### src/rtl/prog_loader_if.sv
// prog_loader_if: byte-stream link into the loader plus the instr_mem write port
// it drives.
//   s_valid/s_data  byte stream from the host (source side)
//   s_ready         loader can take a byte; transfer when s_valid && s_ready
//   mem_we          one-cycle write strobe per assembled word
//   mem_addr        word address into instr_mem
//   mem_wdata       assembled little-endian instruction word
// Modports: slave = the loader, master = the host / memory side.
interface prog_loader_if #(
    parameter int ADDR_WIDTH = 6
) ();
    logic                  s_valid;
    logic [7:0]            s_data;
    logic                  s_ready;
    logic                  mem_we;
    logic [ADDR_WIDTH-1:0] mem_addr;
    logic [31:0]           mem_wdata;

    modport slave (
        input  s_valid, s_data,
        output s_ready, mem_we, mem_addr, mem_wdata
    );

    modport master (
        output s_valid, s_data,
        input  s_ready, mem_we, mem_addr, mem_wdata
    );
endinterface

### src/rtl/prog_loader.sv
// prog_loader: boot-time program loader in front of the core's instr_mem.
// It takes a framed byte stream (CNT_LO, CNT_HI, then N little-endian words),
// writes each word into instr_mem and holds the core in reset until the whole
// image is in place.
// Ports:
//   CLK         system clock, rising edge
//   RST         asynchronous active-low reset
//   load_req    one-cycle pulse, restarts a load from DONE or ERR
//   bus         prog_loader_if.slave: byte stream in, instr_mem write port out
//   core_rst_n  active-low reset to the core, high only in DONE
//   done        image loaded, core running
//   err         bad frame (bad count or checksum), core held in reset
// Optional feature: define PROG_LOADER_CHECKSUM_EN to require a trailing XOR
// checksum byte over all data bytes before the core is released.
// Every output is a flop.
module prog_loader #(
    parameter int ADDR_WIDTH = 6
) (
    input  logic          CLK,
    input  logic          RST,
    input  logic          load_req,
    prog_loader_if.slave  bus,
    output logic          core_rst_n,
    output logic          done,
    output logic          err
);

    localparam logic [16:0] MAX_WORDS = 17'(1) << ADDR_WIDTH;

    typedef enum logic [2:0] {
        HDR0,
        HDR1,
        DATA,
`ifdef PROG_LOADER_CHECKSUM_EN
        CSUM,
`endif
        DONE,
        ERR
    } state_t;

    state_t                state_q, state_d;
    logic [15:0]           cnt_q, cnt_d;       // word count N from the header
    logic [ADDR_WIDTH:0]   widx_q, widx_d;     // one bit wider so N==MAX_WORDS compares cleanly
    logic [1:0]            bcnt_q, bcnt_d;     // byte position inside the current word
    logic [23:0]           word_q, word_d;     // bytes 0..2 of the word being assembled
    logic                  s_ready_q, s_ready_d;
    logic                  mem_we_q, mem_we_d;
    logic [ADDR_WIDTH-1:0] mem_addr_q, mem_addr_d;
    logic [31:0]           mem_wdata_q, mem_wdata_d;
    logic                  done_q, done_d;
    logic                  err_q, err_d;
    logic                  core_rst_n_q, core_rst_n_d;
`ifdef PROG_LOADER_CHECKSUM_EN
    logic [7:0]            csum_q, csum_d;
`endif

    logic                  accept;
    logic [15:0]           n_hdr;
    logic [ADDR_WIDTH:0]   widx_inc;

    // Handshake uses the registered s_ready, so a byte presented in the cycle
    // a load_req is taken (s_ready still low) is never consumed.
    assign accept   = bus.s_valid && s_ready_q;
    assign n_hdr    = {bus.s_data, cnt_q[7:0]};
    assign widx_inc = widx_q + 1'b1;

    always_comb begin
        state_d     = state_q;
        cnt_d       = cnt_q;
        widx_d      = widx_q;
        bcnt_d      = bcnt_q;
        word_d      = word_q;
        mem_we_d    = 1'b0;
        mem_addr_d  = mem_addr_q;
        mem_wdata_d = mem_wdata_q;
`ifdef PROG_LOADER_CHECKSUM_EN
        csum_d      = csum_q;
`endif

        case (state_q)
            HDR0: begin
                if (accept) begin
                    cnt_d[7:0] = bus.s_data;
                    state_d    = HDR1;
                end
            end
            HDR1: begin
                if (accept) begin
                    cnt_d[15:8] = bus.s_data;
                    widx_d      = '0;
                    bcnt_d      = '0;
`ifdef PROG_LOADER_CHECKSUM_EN
                    csum_d      = '0;
`endif
                    if (n_hdr == 16'd0 || {1'b0, n_hdr} > MAX_WORDS)
                        state_d = ERR;
                    else
                        state_d = DATA;
                end
            end
            DATA: begin
                if (accept) begin
`ifdef PROG_LOADER_CHECKSUM_EN
                    csum_d = csum_q ^ bus.s_data;
`endif
                    if (bcnt_q == 2'd3) begin
                        mem_we_d    = 1'b1;
                        mem_addr_d  = widx_q[ADDR_WIDTH-1:0];
                        mem_wdata_d = {bus.s_data, word_q};
                        widx_d      = widx_inc;
                        bcnt_d      = '0;
                        if (16'(widx_inc) == cnt_q) begin
`ifdef PROG_LOADER_CHECKSUM_EN
                            state_d = CSUM;
`else
                            state_d = DONE;
`endif
                        end
                    end else begin
                        word_d[{bcnt_q, 3'b000} +: 8] = bus.s_data;
                        bcnt_d = bcnt_q + 2'd1;
                    end
                end
            end
`ifdef PROG_LOADER_CHECKSUM_EN
            CSUM: begin
                if (accept)
                    state_d = (bus.s_data == csum_q) ? DONE : ERR;
            end
`endif
            DONE, ERR: begin
                if (load_req) begin
                    state_d = HDR0;
                    cnt_d   = '0;
                    widx_d  = '0;
                    bcnt_d  = '0;
                    word_d  = '0;
`ifdef PROG_LOADER_CHECKSUM_EN
                    csum_d  = '0;
`endif
                end
            end
            default: state_d = HDR0;
        endcase

        // Outputs follow the next state, except done/core_rst_n which wait a
        // full cycle in DONE so the core comes out of reset only after the last
        // mem_we has landed.
        s_ready_d    = !(state_d == DONE || state_d == ERR);
        err_d        = (state_d == ERR);
        done_d       = (state_q == DONE) && (state_d == DONE);
        core_rst_n_d = (state_q == DONE) && (state_d == DONE);
    end

    always_ff @(posedge CLK or negedge RST) begin
        if (!RST) begin
            state_q      <= HDR0;
            cnt_q        <= '0;
            widx_q       <= '0;
            bcnt_q       <= '0;
            word_q       <= '0;
            s_ready_q    <= 1'b0;
            mem_we_q     <= 1'b0;
            mem_addr_q   <= '0;
            mem_wdata_q  <= '0;
            done_q       <= 1'b0;
            err_q        <= 1'b0;
            core_rst_n_q <= 1'b0;
`ifdef PROG_LOADER_CHECKSUM_EN
            csum_q       <= '0;
`endif
        end else begin
            state_q      <= state_d;
            cnt_q        <= cnt_d;
            widx_q       <= widx_d;
            bcnt_q       <= bcnt_d;
            word_q       <= word_d;
            s_ready_q    <= s_ready_d;
            mem_we_q     <= mem_we_d;
            mem_addr_q   <= mem_addr_d;
            mem_wdata_q  <= mem_wdata_d;
            done_q       <= done_d;
            err_q        <= err_d;
            core_rst_n_q <= core_rst_n_d;
`ifdef PROG_LOADER_CHECKSUM_EN
            csum_q       <= csum_d;
`endif
        end
    end

    assign bus.s_ready   = s_ready_q;
    assign bus.mem_we    = mem_we_q;
    assign bus.mem_addr  = mem_addr_q;
    assign bus.mem_wdata = mem_wdata_q;
    assign done          = done_q;
    assign err           = err_q;
    assign core_rst_n    = core_rst_n_q;

endmodule
### src/flat_wrapper.sv
// flat-port wrapper written by rule: the top's interface ports become plain ports
module prog_loader_flat 
#(
    parameter int ADDR_WIDTH = 6
)
  (CLK, RST, load_req, core_rst_n, done, err, bus_s_valid, bus_s_data, bus_s_ready, bus_mem_we, bus_mem_addr, bus_mem_wdata);
  prog_loader_if #(.ADDR_WIDTH(ADDR_WIDTH)) bus_i ();
  input  logic CLK;
  input  logic RST;
  input  logic load_req;
  output logic core_rst_n;
  output logic done;
  output logic err;
  input wire logic [$bits(bus_i.s_valid)-1:0] bus_s_valid;
  input wire logic [$bits(bus_i.s_data)-1:0] bus_s_data;
  output wire logic [$bits(bus_i.s_ready)-1:0] bus_s_ready;
  output wire logic [$bits(bus_i.mem_we)-1:0] bus_mem_we;
  output wire logic [$bits(bus_i.mem_addr)-1:0] bus_mem_addr;
  output wire logic [$bits(bus_i.mem_wdata)-1:0] bus_mem_wdata;
  assign bus_i.s_valid = bus_s_valid;
  assign bus_i.s_data = bus_s_data;
  assign bus_s_ready = bus_i.s_ready;
  assign bus_mem_we = bus_i.mem_we;
  assign bus_mem_addr = bus_i.mem_addr;
  assign bus_mem_wdata = bus_i.mem_wdata;
  prog_loader #(.ADDR_WIDTH(ADDR_WIDTH)) u_core (.CLK(CLK), .RST(RST), .load_req(load_req), .bus(bus_i), .core_rst_n(core_rst_n), .done(done), .err(err));
endmodule
### config.mk
export PLATFORM = sky130hd
export DESIGN_NAME = prog_loader_flat
export DESIGN_NICKNAME = d
export VERILOG_FILES = /design/src/rtl/prog_loader_if.sv /design/src/rtl/prog_loader.sv /design/src/flat_wrapper.sv
export SDC_FILE = /design/constraint.sdc
export NUM_CORES = 1
export LEC_CHECK = 0
export BUFFER_PORTS_ARGS = -buffer_cell sky130_fd_sc_hd__buf_2
export CORE_AREA = 2 2 68 118
export DETAILED_ROUTE_END_ITERATION = 7
export DIE_AREA = 0 0 70 120
export PLACE_DENSITY = 0.77
export SKIP_CTS_REPAIR_TIMING = 1
export SLEW_MARGIN = 20
export SYNTH_ARGS = -nofsm -noshare
export SYNTH_HDL_FRONTEND = slang
export SYNTH_SLANG_ARGS = --single-unit
### constraint.sdc
create_clock -name CLK -period 2.15 [get_ports CLK]
set_input_delay 0.215 -clock CLK [delete_from_list [all_inputs] [get_ports CLK]]
set_output_delay 0.215 -clock CLK [all_outputs]
set_load 0.005 [all_outputs]
; Yosys cells after proc, flatten, opt, wreduce, memory -nomap -nowiden
; Cells that the tools add are included.
[totals]
out_inout_bits = 43
regBits = 94
[op_classes]
mux = 30
order_cmp = 1
shift = 2
n_reduce_logical = 18
addsub = 3
n_eq_ne = 14
[op_table]
columns = op, n
row1 = 2-to-1 mux 24 bit, 3
row2 = one-hot mux 24 bit (2 select lines), 1
row3 = one-hot mux 8 bit (2 select lines), 2
row4 = 2-to-1 mux 7 bit, 4
row5 = bitwise mux 24 bit, 1
row6 = variable shift 8 x 7 -> 24 bit (first input constant), 1
row7 = indexed part select 8 x 7 -> 24 bit, 1
row8 = 2-to-1 mux 3 bit, 7
row9 = one-hot mux 7 bit (3 select lines), 1
row10 = == test 7 x 16 -> 1 bit, 1
row11 = > comparator 16 x 7 -> 1 bit (second input constant), 1
row12 = zero test 16 bit, 1
row13 = 2-to-1 mux 16 bit, 1
row14 = one-hot mux 3 bit (4 select lines), 1
row15 = == test 3 x 2 -> 1 bit (second input constant), 3
row16 = AND reduction 3 bit, 3
row17 = 2-to-1 mux 2 bit, 4
row18 = 2-to-1 mux 8 bit, 1
row19 = != test 2 x 1 -> 1 bit (second input constant), 4
row20 = AND reduction 4 bit, 2
row21 = adder 7 x 1 -> 7 bit (second input constant), 1
row22 = negator 5 -> 7 bit, 1
row23 = == test 3 bit (second input constant), 2
row24 = one-hot mux 2 bit (3 select lines), 1
row25 = other kinds (13), 20

; Longest topological paths before layout
[depth]
depth_word = 9
mapped_depth = 8
ltp_nobuf = 6

; Worst setup path before layout
; Ideal clock, no wire load.
[synth_timing]
path_kind = register to register
from = reg u_core.bcnt_q[0]
to = reg u_core.s_ready_q (netlist: u_core.bus.s_ready)
setup_time_ns = 0.119
setup_slack_ns = 0.303
stages_incl_launch_ff = 8
path_buffers = 1
period_less_slack_ns = 1.847
t_arrival_ns = 1.728
path_cell_list = dfrtp_1 > ha_1 > inv_1 > or4_1 > buf_2 > a211oi_2 > nand4_1 > o21ba_1
[synth_between]
elab_chain_cells = 7
word_cells_on_any_way = 8
[synth_rtl]
columns = element, line
row1 = from (decl), prog_loader.sv:44  ; logic [1:0] bcnt_q, bcnt_d;
row2 = from (signal assigned), prog_loader.sv:176  ; bcnt_q <= bcnt_d;
row3 = == test 2 bit (*), prog_loader.sv:106  ; if (bcnt_q == 2'd3) begin
row4 = 2-to-1 mux 3 bit (*), prog_loader.sv:106
row5 = 2-to-1 mux 3 bit (*), prog_loader.sv:102  ; if (accept) begin
row6 = one-hot mux 3 bit (4 select lines) (*), prog_loader.sv:80  ; case (state_q)
row7 = == test 3 x 2 -> 1 bit / == test 3 bit (equally long branches), prog_loader.sv:149  ; s_ready_d = !(state_d == DONE || state_d == ERR);
row8 = logical OR 1 bit (*), prog_loader.sv:149
row9 = zero test 1 bit (*), prog_loader.sv:149
row10 = named net u_core.s_ready_d, prog_loader.sv:46  ; logic s_ready_q, s_ready_d;
row11 = to (signal assigned), prog_loader.sv:178  ; s_ready_q <= s_ready_d;
row12 = to (decl), prog_loader.sv:46
; The timed path passes the listed nets; every way through them passes the cells marked *.
; A chain may end at the register's enable or synchronous reset.

; Worst setup path in the final report
; Same ends and word-level chain as after synthesis.

==> flow_summary.ini <==
[route]
drt_wl_total_um = 9110
drtPass1Iterations = 4
wire_per_inst_um = 15.9
drc_errors = 0
antenna_left = 0
drtIter0Drc = 287
viasPerCell = 5.65
vias = 3231

[logic_synthesis]
synth_commonest_cells = nand2_1, dfrtp_1, o21ai_0
yosys-top-cells-area = dfrtp_1, nand2_1, a22o_1, o21ai_0, nand3_1
async_flop_share = 1.00
syn_inst = 420
synth_largest_area_cell = dfrtp_1
ys_ff_latch = 94
synth_top_area_frac = 0.569
synth_edf_count = 0
synth_ff_type = dfrtp_1
ys_types = 48
syn_area_um2 = 4130
yosysSeqAreaShare = 0.569
syn_nets = 437
synth.avg_cell_area_um2 = 9.84
ys_warn_count = 0
synth.most_common_cell = nand2_1

[grt]
overflow = 0
antenna_found_initial = 0
grt_pass1_vias = 3050
global_route.usage.total = 0.228
grt_max_degree = 68
grt_first_pass_wirelength_um = 14900

[clock_network]
htree_levels = 3
cts.sinks = 94
cts_buffers = 9
clk_latency_ns = 0.33
cts_root_buffer = clkbuf_16
tritoncts = done
clockBufferDepth = 2
clk_pin_slew_ns = 0.06

[timing]
grt_setup_unrepaired = false
setup_ws_ns = 0.209
finalHoldViolCount = 0
fin_crit_sh = 0.903
fin_skew_ns = 0.00527
setup_viol = 0
slew_headroom = 0.375
max_freq_mhz = 515
period_needed_ns = 1.94
tns_ns = 0
drv_slew = 0
worst_pin_slew_ns = 0.927

[power]
p_leak_nw = 2.57
power_density_nw_per_um2 = 940
peakVddDrop_v = 0.000654

[die]
pin_count = 55
dieWidth_um = 70
start_util = 0.554
fp.dieH_um = 120
rows = 42
die_area_um2 = 8400
core_um2 = 7460

[setup_path]
cp-start-kind = flop
cp.arrival_ns = 2.16
critPathMaxStageDelay_ns = 0.60
cp_cell_sequence = ha_1, inv_1, or4_1, a211oi_2, nand4_1, o21ba_1
cp.required_ns = 2.37
critical_path.max_fanout = 5
cp-end-kind = flop
cp_slowest_cell = or4_1
path_class = flop to flop

[cells_and_area]
fill_cells = 626
seqCellArea_um2 = 2350
syn2layout_area_growth_pct = 16.3
drive_above_1_share = 0.198
fin_nets = 498
diodes = 0
multi_input_area_um2 = 1600

[placement]
pre_cts_slack_ns = 0.218
port-buffer-count = 54
hpwl_um = 6490
place_congestion = 0.933

[run_status]
outcome = completed

[run]
drv_cap = 0

[worst_hold_path]
min_path_type = primary input to flop
==> metrics by stage <==
stage | hold WS, ns | instances | instance area, um2 | power (mW) | util
after floorplan | -0.0806 | 420 | 4130 | 2.79 | -
after global placement | 0.157 | 557 | 4540 | 3.10 | 0.609
after detailed placement | 0.164 | 557 | 4540 | 3.14 | 0.609
after CTS | -0.199 | 571 | 4800 | 4.54 | 0.643
after global routing | 0.198 | 572 | 4810 | 4.76 | 0.645
final | 0.192 | 572 | 4810 | 4.52 | 0.645
==> state kept, by name (all words and copies together), names as in the netlist <==
register and cells:
u_core.bcnt_q 2, u_core.done 1, u_core.bus.mem_we 1, u_core.err 1
u_core.state_q 3, u_core.cnt_q 16, u_core.bus.s_ready 1, u_core.bus.mem_wdata 32
u_core.word_q 24, u_core.bus.mem_addr 6, u_core.widx_q 7
==> power breakdown <==
group          switching [mW]  leakage (nW)  internal, mW  total (mW)
Combinational           0.608          1.15         0.406        1.01
Sequential              0.157          1.28          1.96        2.11
Clock                   0.597         0.128         0.798        1.39
Total                    1.36          2.57          3.16        4.52
==> worst max-delay path: cells and delay by family, from the launching register on <==
| kind | cells | cell delay [ns] |
|---|---|---|
| compound gates | 2 | 0.37 |
| fa+ha+maj | 1 | 0.25 |
| buf+inv | 1 | 0.06 |
| flops | 1 | 0.42 |
| simple gates | 2 | 0.72 |
==> placed cells by master (no fill, tap or decap), types with 2 or more instances in the layout <==
cell / Yosys / layout
o21ai_0: 29 / 29
nand4_1: 4 / 4
inv_1: 21 / 21
buf_4: 3 / 15
or3_1: 2 / 2
nor4_1: 3 / 3
nor2_1: 10 / 10
o31ai_1: 8 / 8
a21oi_1: 6 / 6
xnor2_1: 3 / 3
clkbuf_1: 7 / 2
clkinv_2: 0 / 2
o211ai_1: 2 / 2
a22o_1: 17 / 17
nor3_1: 3 / 3
clkbuf_16: 0 / 9
xor2_1: 8 / 8
nand2_1: 126 / 126
dfrtp_1: 94 / 94
ha_1: 5 / 5
buf_2: 10 / 53
a21oi_2: 3 / 3
nand3_1: 27 / 27
nor4bb_1: 2 / 2
and3_1: 2 / 2
==> routing by layer <==
layer,GRT usage,part of all wire,wire (um),vias up
met4,0.141,0.042,384,0
li1,-,-,-,1544
met1,0.278,0.39,3590,1559
met3,0.0395,0.049,444,26
met2,0.374,0.51,4690,102
met5,0,0,0,-
==> final timing paths <==
path	startpoint	end	slack [ns]	depth (start not counted)
max	u_core.bcnt_q[0]$_DFFE_PN0P_	u_core.bus.s_ready$_DFF_PN0_	0.21	6
min	load_req	u_core.state_q[1]$_DFF_PN0_	0.19	2
max reg2reg	u_core.bcnt_q[0]$_DFFE_PN0P_	u_core.bus.s_ready$_DFF_PN0_	0.21	6
min reg2reg	u_core.bus.mem_wdata[6]$_DFFE_PN0P_	u_core.bus.mem_wdata[6]$_DFFE_PN0P_	0.47	2
max in group asynchronous	RST	u_core.bus.mem_wdata[9]$_DFFE_PN0P_	1.14	3
min in group asynchronous	RST	u_core.widx_q[0]$_DFFE_PN0P_	0.34	2
==> final cells by class <==
class,count,area share
inverter,22,0.0172
multi-input combinational,284,0.333
clock buffer,12,0.0512
timing repair buffer,70,0.0848
clock inverter,2,0.00208
sequential,94,0.489
tap,88,0.0229
==> kinds of logic (layout without fill, tap and decap cells) <==
kind of cell	Yosys count	after routing	synth area share
and+or+nand+nor	192	192	0.213
DFF	94	94	0.569
AOI/OAI and AO/OA	75	75	0.130
buffers and inverters	42	106	0.0439
xor gates and xnor gates	12	12	0.0288
adders and majority gates	5	5	0.0151
Power figures use the tool's default switching activity.
